$ cat src/rtl/fetch_pkg.sv
// Shared types and constants for the instruction fetch front end.
// Entries carry the returned instruction word together with the PC it was fetched from.
package fetch_pkg;

    localparam int unsigned XLEN    = 32;
    localparam int unsigned INSTR_W = 32;

    localparam logic [INSTR_W-1:0] NOP_INSTR = 32'h0000_0013;

    typedef struct packed {
        logic [INSTR_W-1:0] instr;
        logic [XLEN-1:0]    pc;
    } fetch_entry_t;

    localparam int unsigned ENTRY_W = $bits(fetch_entry_t);

    function automatic logic [XLEN-1:0] next_pc(input logic [XLEN-1:0] pc);
        return pc + XLEN'(4);
    endfunction

endpackage

$ cat src/rtl/fetch_fifo.sv
// Synchronous FIFO with flush, used for both the instruction queue and the PC tag queue.
// Head reads straight from the storage registers; it is forced to zero while empty.
module fetch_fifo
    import fetch_pkg::*;
#(
    parameter int unsigned DEPTH = 4,
    parameter int unsigned WIDTH = ENTRY_W,
    localparam int unsigned PtrW = $clog2(DEPTH),
    localparam int unsigned CntW = PtrW + 1
) (
    input  logic             clk,
    input  logic             rst_n,
    input  logic             push,
    input  logic [WIDTH-1:0] push_data,
    input  logic             pop,
    input  logic             flush,
    output logic             full,
    output logic             empty,
    output logic [CntW-1:0]  count,
    output logic [WIDTH-1:0] head
);

    logic [WIDTH-1:0] mem_q [DEPTH];
    logic [PtrW-1:0]  wr_ptr_q;
    logic [PtrW-1:0]  rd_ptr_q;
    logic [CntW-1:0]  count_q;
    logic             do_push;
    logic             do_pop;

    assign empty   = (count_q == '0);
    assign full    = (count_q == CntW'(DEPTH));
    assign do_pop  = pop && !empty;
    // A push into a full queue is only legal when the head leaves in the same cycle.
    assign do_push = push && (!full || do_pop);
    assign count   = count_q;
    assign head    = empty ? '0 : mem_q[rd_ptr_q];

    always_ff @(posedge clk or negedge rst_n) begin
        if (!rst_n) begin
            wr_ptr_q <= '0;
            rd_ptr_q <= '0;
            count_q  <= '0;
        end else if (flush) begin
            wr_ptr_q <= '0;
            rd_ptr_q <= '0;
            count_q  <= '0;
        end else begin
            if (do_push) begin
                wr_ptr_q <= wr_ptr_q + PtrW'(1);
            end
            if (do_pop) begin
                rd_ptr_q <= rd_ptr_q + PtrW'(1);
            end
            case ({do_push, do_pop})
                2'b10:   count_q <= count_q + CntW'(1);
                2'b01:   count_q <= count_q - CntW'(1);
                default: count_q <= count_q;
            endcase
        end
    end

    always_ff @(posedge clk) begin
        if (do_push && !flush) begin
            mem_q[wr_ptr_q] <= push_data;
        end
    end

endmodule

$ cat src/rtl/fetch_unit.sv
// Instruction fetch front end: PC generation, credit-limited memory requests, in-order
// response tagging and a small output queue toward decode, with redirect flushing.
module fetch_unit
    import fetch_pkg::*;
#(
    parameter logic [XLEN-1:0] RESET_PC = 32'h0000_0000,
    parameter int unsigned     FQ_DEPTH = 4
) (
    input  logic               clk,
    input  logic               rst_n,
    input  logic               redirect_valid,
    input  logic [XLEN-1:0]    redirect_pc,
    output logic               imem_req_valid,
    input  logic               imem_req_ready,
    output logic [XLEN-1:0]    imem_req_addr,
    input  logic               imem_rsp_valid,
    input  logic [INSTR_W-1:0] imem_rsp_data,
    output logic               instr_valid_out,
    input  logic               instr_ready_in,
    output logic [INSTR_W-1:0] instruction_out,
    output logic [XLEN-1:0]    pc_out
);

    localparam int unsigned CntW = $clog2(FQ_DEPTH) + 1;
    localparam int unsigned SumW = CntW + 2;

    logic [XLEN-1:0] pc_q, pc_d;
    logic [CntW-1:0] inflight_q, inflight_d;
    logic [CntW-1:0] drop_q, drop_d;

    logic            fq_full, fq_empty;
    logic [CntW-1:0] fq_count;
    fetch_entry_t    fq_push_entry, fq_head;

    logic            tq_full, tq_empty;
    logic [CntW-1:0] tq_count;
    logic [XLEN-1:0] tq_head;

    logic [SumW-1:0] credit_used;
    logic            req_fire;
    logic            rsp_drop;
    logic            rsp_take;
    logic            pop_fire;

    // Every slot that could still land in the output queue holds a credit: buffered
    // entries, live requests, and wrong-path requests whose responses must be dropped.
    assign credit_used    = SumW'(inflight_q) + SumW'(fq_count) + SumW'(drop_q);
    assign imem_req_valid = rst_n && !redirect_valid && (credit_used < SumW'(FQ_DEPTH));
    assign imem_req_addr  = pc_q;

    assign req_fire = imem_req_valid && imem_req_ready;
    assign rsp_drop = imem_rsp_valid && (drop_q != '0);
    assign rsp_take = imem_rsp_valid && (drop_q == '0);
    assign pop_fire = instr_valid_out && instr_ready_in;

    assign fq_push_entry = '{instr: imem_rsp_data, pc: tq_head};

    always_comb begin
        pc_d       = pc_q;
        inflight_d = inflight_q;
        drop_d     = drop_q;
        if (rsp_drop) begin
            drop_d = drop_q - CntW'(1);
        end
        if (redirect_valid) begin
            pc_d       = redirect_pc;
            inflight_d = '0;
            // A live response arriving now is flushed with the queue, so it needs no drop.
            drop_d     = drop_d + inflight_q - CntW'(rsp_take);
        end else begin
            if (req_fire) begin
                pc_d = next_pc(pc_q);
            end
            case ({req_fire, rsp_take})
                2'b10:   inflight_d = inflight_q + CntW'(1);
                2'b01:   inflight_d = inflight_q - CntW'(1);
                default: inflight_d = inflight_q;
            endcase
        end
    end

    always_ff @(posedge clk or negedge rst_n) begin
        if (!rst_n) begin
            pc_q       <= RESET_PC;
            inflight_q <= '0;
            drop_q     <= '0;
        end else begin
            pc_q       <= pc_d;
            inflight_q <= inflight_d;
            drop_q     <= drop_d;
        end
    end

    fetch_fifo #(
        .DEPTH (FQ_DEPTH),
        .WIDTH (XLEN)
    ) u_tag_queue (
        .clk       (clk),
        .rst_n     (rst_n),
        .push      (req_fire),
        .push_data (pc_q),
        .pop       (rsp_take),
        .flush     (redirect_valid),
        .full      (tq_full),
        .empty     (tq_empty),
        .count     (tq_count),
        .head      (tq_head)
    );

    fetch_fifo #(
        .DEPTH (FQ_DEPTH),
        .WIDTH (ENTRY_W)
    ) u_out_queue (
        .clk       (clk),
        .rst_n     (rst_n),
        .push      (rsp_take),
        .push_data (fq_push_entry),
        .pop       (instr_ready_in),
        .flush     (redirect_valid),
        .full      (fq_full),
        .empty     (fq_empty),
        .count     (fq_count),
        .head      (fq_head)
    );

    assign instr_valid_out = !fq_empty;
    assign instruction_out = fq_head.instr;
    assign pc_out          = fq_head.pc;

    a_no_overflow: assert property (@(posedge clk) disable iff (!rst_n)
        rsp_take |-> !fq_full);
    a_tag_present: assert property (@(posedge clk) disable iff (!rst_n)
        rsp_take |-> !tq_empty);
    a_tag_room: assert property (@(posedge clk) disable iff (!rst_n)
        req_fire |-> !tq_full);
    a_tag_tracks: assert property (@(posedge clk) disable iff (!rst_n)
        tq_count == inflight_q);
    a_pop_legal: assert property (@(posedge clk) disable iff (!rst_n)
        pop_fire |-> !fq_empty);

endmodule

$ cat config.mk
export PLATFORM = sky130hd
export DESIGN_NAME = fetch_unit
export DESIGN_NICKNAME = d
export VERILOG_FILES = /design/src/rtl/fetch_pkg.sv /design/src/rtl/fetch_fifo.sv /design/src/rtl/fetch_unit.sv
export SDC_FILE = /design/constraint.sdc
export NUM_CORES = 1
export LEC_CHECK = 0
export BUFFER_PORTS_ARGS = -buffer_cell sky130_fd_sc_hd__buf_4
export CAP_MARGIN = 0
export CORE_ASPECT_RATIO = 2
export CORE_MARGIN = 1
export CORE_UTILIZATION = 60
export DETAILED_ROUTE_END_ITERATION = 10
export PLACE_DENSITY = 0.81
export SLEW_MARGIN = 25
export SYNTH_ARGS = -nofsm -noshare
export SYNTH_HDL_FRONTEND = slang
export SYNTH_SLANG_ARGS = --single-unit
export TNS_END_PERCENT = 30
$ cat constraint.sdc
create_clock -name clk -period 10.1 [get_ports clk]
set_clock_uncertainty 0.15 [all_clocks]
set_input_delay 0.505 -clock clk [delete_from_list [all_inputs] [get_ports clk]]
set_output_delay 0.505 -clock clk [all_outputs]
set_load 0.005 [all_outputs]
==> impl_results.md <==
- Status: finished clean
- Max_cap viols: 0
- CTS root buffer: clkbuf_16
- Vias/cell: roughly 6.1
- DIE WIDTH: around 120 µm
- Slew headroom: between 30% and 40%
- FF-to-FF setup slack: between 5000 and 6000 ps
- Fin nets: approximately 1.3k
- Crit path DAT: about 4600 ps
- Die area: about 31000 µm²
- R2R Path Start: inflight_q[0]
- Crit Path Max Fanout: 28
- Power, Total: between 4000 and 5000 µW
- Initial antenna violation count: 0
- Wire per inst: 22.5 µm
- Worst skew pair latency: 540 ps
- DRT antenna net count: 0
- Setup TNS: 0 ps
- DRT Pass-1 Iters: 6
- Final Cycle Share: a little over two fifths
- Part of the power in the clock network: around 30%
- Commonest non-fill, non-tap cell in the layout: edfxtp_1
- Mapped Area: between 15000 and 20000 µm²
- CP Cell Sequence: ha_1 -> a21oi_1 -> nor2_1 -> fa_1 -> nor3b_2 -> o2111a_1 -> nand2_2 -> nand2_1 -> fa_1 -> or4_1 -> a21o_1 -> a31oi_1
- Final worst setup slack: just under 6000 ps
- # diodes: 0
- Total congestion overflow: 0
- Dominant synthesized flop cell: edfxtp_1
- Post-synth top area cell: edfxtp_1
- Layout cells sized above 1: a little under a third
- First-pass GRT wire length: about 55 mm
- Seq/Total Area, Yosys: a little over 70%
- GP Congestion: about 0.9
- VDD IR-drop max: roughly 0.00018 V
- Ys async rst share: approximately an eighth
- HP Start: redirect_pc[11]
- Worst Hold Depth: 3
- Synth Area per Inst: 18.1 µm²
- CP max-delay cell: or4_1
- I/O Pins: 168
- Tot GR Track Use: around a quarter
- Setup Buffers After CTS: 0
- Post-synth EDFFs: about 380
- Internal power: around 3600 µW
- First DRT Iteration DRCs: between 500 and 600
- Cts bufs inserted: 37
- Clk sinks: 436
- Dominant cells by area after synthesis: edfxtp_1 (64%), mux4_2 (12%), dfrtp_1 (7.2%), and2_1 (2.4%), nor2b_1 (1.2%)
- Setup repair after global routing missed its margin: false
- Hold/Removal Path Class: in2reg
- PD cells: 233 nW/µm²
- Port Buffers: approximately 170
- Maximum operating frequency: 231 MHz
- Initial Utilization: 60.9%
- Remaining routing DRC violations: 0
- Tmin final: about 4300 ps
- Synthesized flop and latch total: approximately 440
- Total Routed Length: ~35 mm
- LEAKAGE: just over 0.007 µW
- Net Sw Power: between 1000 and 1500 µW
- CTS tree: built
- Post-Syn Instances: approximately 990
- Worst-margin pin slew: 971 ps
- Die H: roughly 250 µm
- DP HPWL: 21.4 mm
- Worst Setup Path Type: reg2reg
- Critical Path Start Type: register
- Area growth, synth to finish: 16.8%
- Syn nets: ~1.1k
- Final Max Tran Viols: 0
- Largest net degree at the start of global routing: 70
- Worst R2R Path Depth: 12
- Vias in the first global route: around 10k
- Sequential Power Share: 45.8%
- Commonest cells after routing, fill and taps aside: edfxtp_1 (384), buf_4 (182), mux4_2 (96), and2_1 (68), dfrtp_1 (49)
- H-tree level count: 2
- Crit path capture type: register
- Worst hold endpoint: imem_req_addr[11]
- Synth warn: 0
- Max incr delay on CP: around 560 ps
- Clock-pin slew of the registers on the worst-case setup and hold paths: approximately 70 ps
- CP Data Required Time: about 10000 ps
- Synth top area share: 64.2%
- Cts repair resizes: 0
- DR vias: 9554
- Most frequent CP cell: fa_1
- R2r endpoint: u_tag_queue.count[2]
- Distinct cells, synth: between 60 and 70
- Cell Rows: 89
- Final setup viols: 0
- Net Sw Frac: between 20% and 30%
- Comb power frac: 24.1%
- Pre-CTS WS: between 5000 and 6000 ps
- Final hold vios: 0
- CTS max path bufs: 3
- CORE AREA: approximately 30000 µm²
-- cell families (layout without fill, tap and decap cells) --
| logic type | count (synthesis) | count (layout) | share of synthesized area [%] |
|---|---|---|---|
| AO/OA/AOI/OAI | 77 | 77 | 3.14 |
| XOR/XNOR | 19 | 19 | 0.927 |
| adder cells (fa/ha/maj) | 22 | 22 | 1.83 |
| buffers and inverters | 74 | 289 | 1.66 |
| flip-flops | 436 | 436 | 71.5 |
| multiplexers | 111 | 111 | 12.9 |
| AND/OR/NAND/NOR | 252 | 252 | 8.07 |
-- registers in the layout, indices dropped and copies added (netlist names) --
signal	cells
u_tag_queue.count	3
u_tag_queue.rd_ptr_q	2
u_tag_queue.wr_ptr_q	2
u_out_queue.rd_ptr_q	2
drop_q	3
u_out_queue.mem_q	256
u_out_queue.count	3
u_out_queue.wr_ptr_q	2
inflight_q	3
imem_req_addr	32
u_tag_queue.mem_q	128
-- cell usage after synthesis, types with 10 or more instances --
| cell | n |
|---|---|
| o21ai_0 | 19 |
| nor3_1 | 10 |
| inv_1 | 27 |
| buf_2 | 10 |
| and2_1 | 68 |
| nand2_1 | 38 |
| mux4_2 | 96 |
| nand3_1 | 19 |
| nor2b_1 | 34 |
| nor2_1 | 31 |
| clkbuf_1 | 31 |
| a21oi_1 | 11 |
| ha_1 | 15 |
| edfxtp_1 | 384 |
| dfrtp_1 | 52 |
| xnor2_1 | 14 |
| nand4_1 | 10 |
-- final cells by class --
cell class	instances	area [µm²]
clock inverters	19	226
well taps	364	455
flip-flops and latches	436	12800
clock buffers	49	1020
repair buffers	194	1490
multi-input cells	481	4840
fillers	1850	8530
inverters	27	101
-- how the worst max path moves through the flow --
stage,startpoint,end,cells past startpoint,slack [ps]
after floorplan,inflight_q[1],inflight_q[2],14,6300
after global placement,inflight_q[0],u_tag_queue.count[2],12,5940
after detailed placement,inflight_q[0],u_tag_queue.count[2],12,5810
after CTS,inflight_q[0],u_tag_queue.count[2],12,5770
after global routing,inflight_q[0],u_tag_queue.count[2],12,5580
final,inflight_q[0],u_tag_queue.count[2],12,5770
-- routing by layer --
| metal | part of all wire [%] | vias to the layer above | global-route usage (%) |
|---|---|---|---|
| li1 | - | 4263 | - |
| met1 | 37 | 4907 | 27.3 |
| met2 | 55 | 300 | 43.0 |
| met3 | 4.1 | 84 | 2.96 |
| met4 | 4.3 | 0 | 11.8 |
| met5 | 0 | - | 0 |
-- repair_timing --
action	4_1_cts	5_1_grt
endpoints found under the setup margin	0	0
hold buffers	11	1
hold endpoints to repair	89	1
-- per-stage QoR --
step	hold WS (ps)	cell area, µm²	cells	util, %
floorplan	59.4	18000	991	-
global route	5.44	21000	1570	71.1
detailed placement	388	19600	1490	66.4
global placement	372	19600	1490	66.4
finish	23.5	21000	1570	71.1
CTS	0.992	21000	1569	71.0
-- power groups by stage --
stage | sequential [µW] | combinational, µW | clock [µW]
after CTS | 2240 | 1200 | 1490
after global placement | 2270 | 1170 | 0
after floorplan | 2220 | 742 | 0
after detailed placement | 2280 | 1190 | 0
final | 2240 | 1180 | 1470
after global routing | 2260 | 1290 | 1560
-- critical path: cells and delay by family (launching register included) --
kind / cells / cell delay [ps]
compound gates: 4 / 980
flops: 1 / 450
fa+ha+maj: 3 / 1150
simple gates: 5 / 1480
Power figures use the tool's default switching activity.
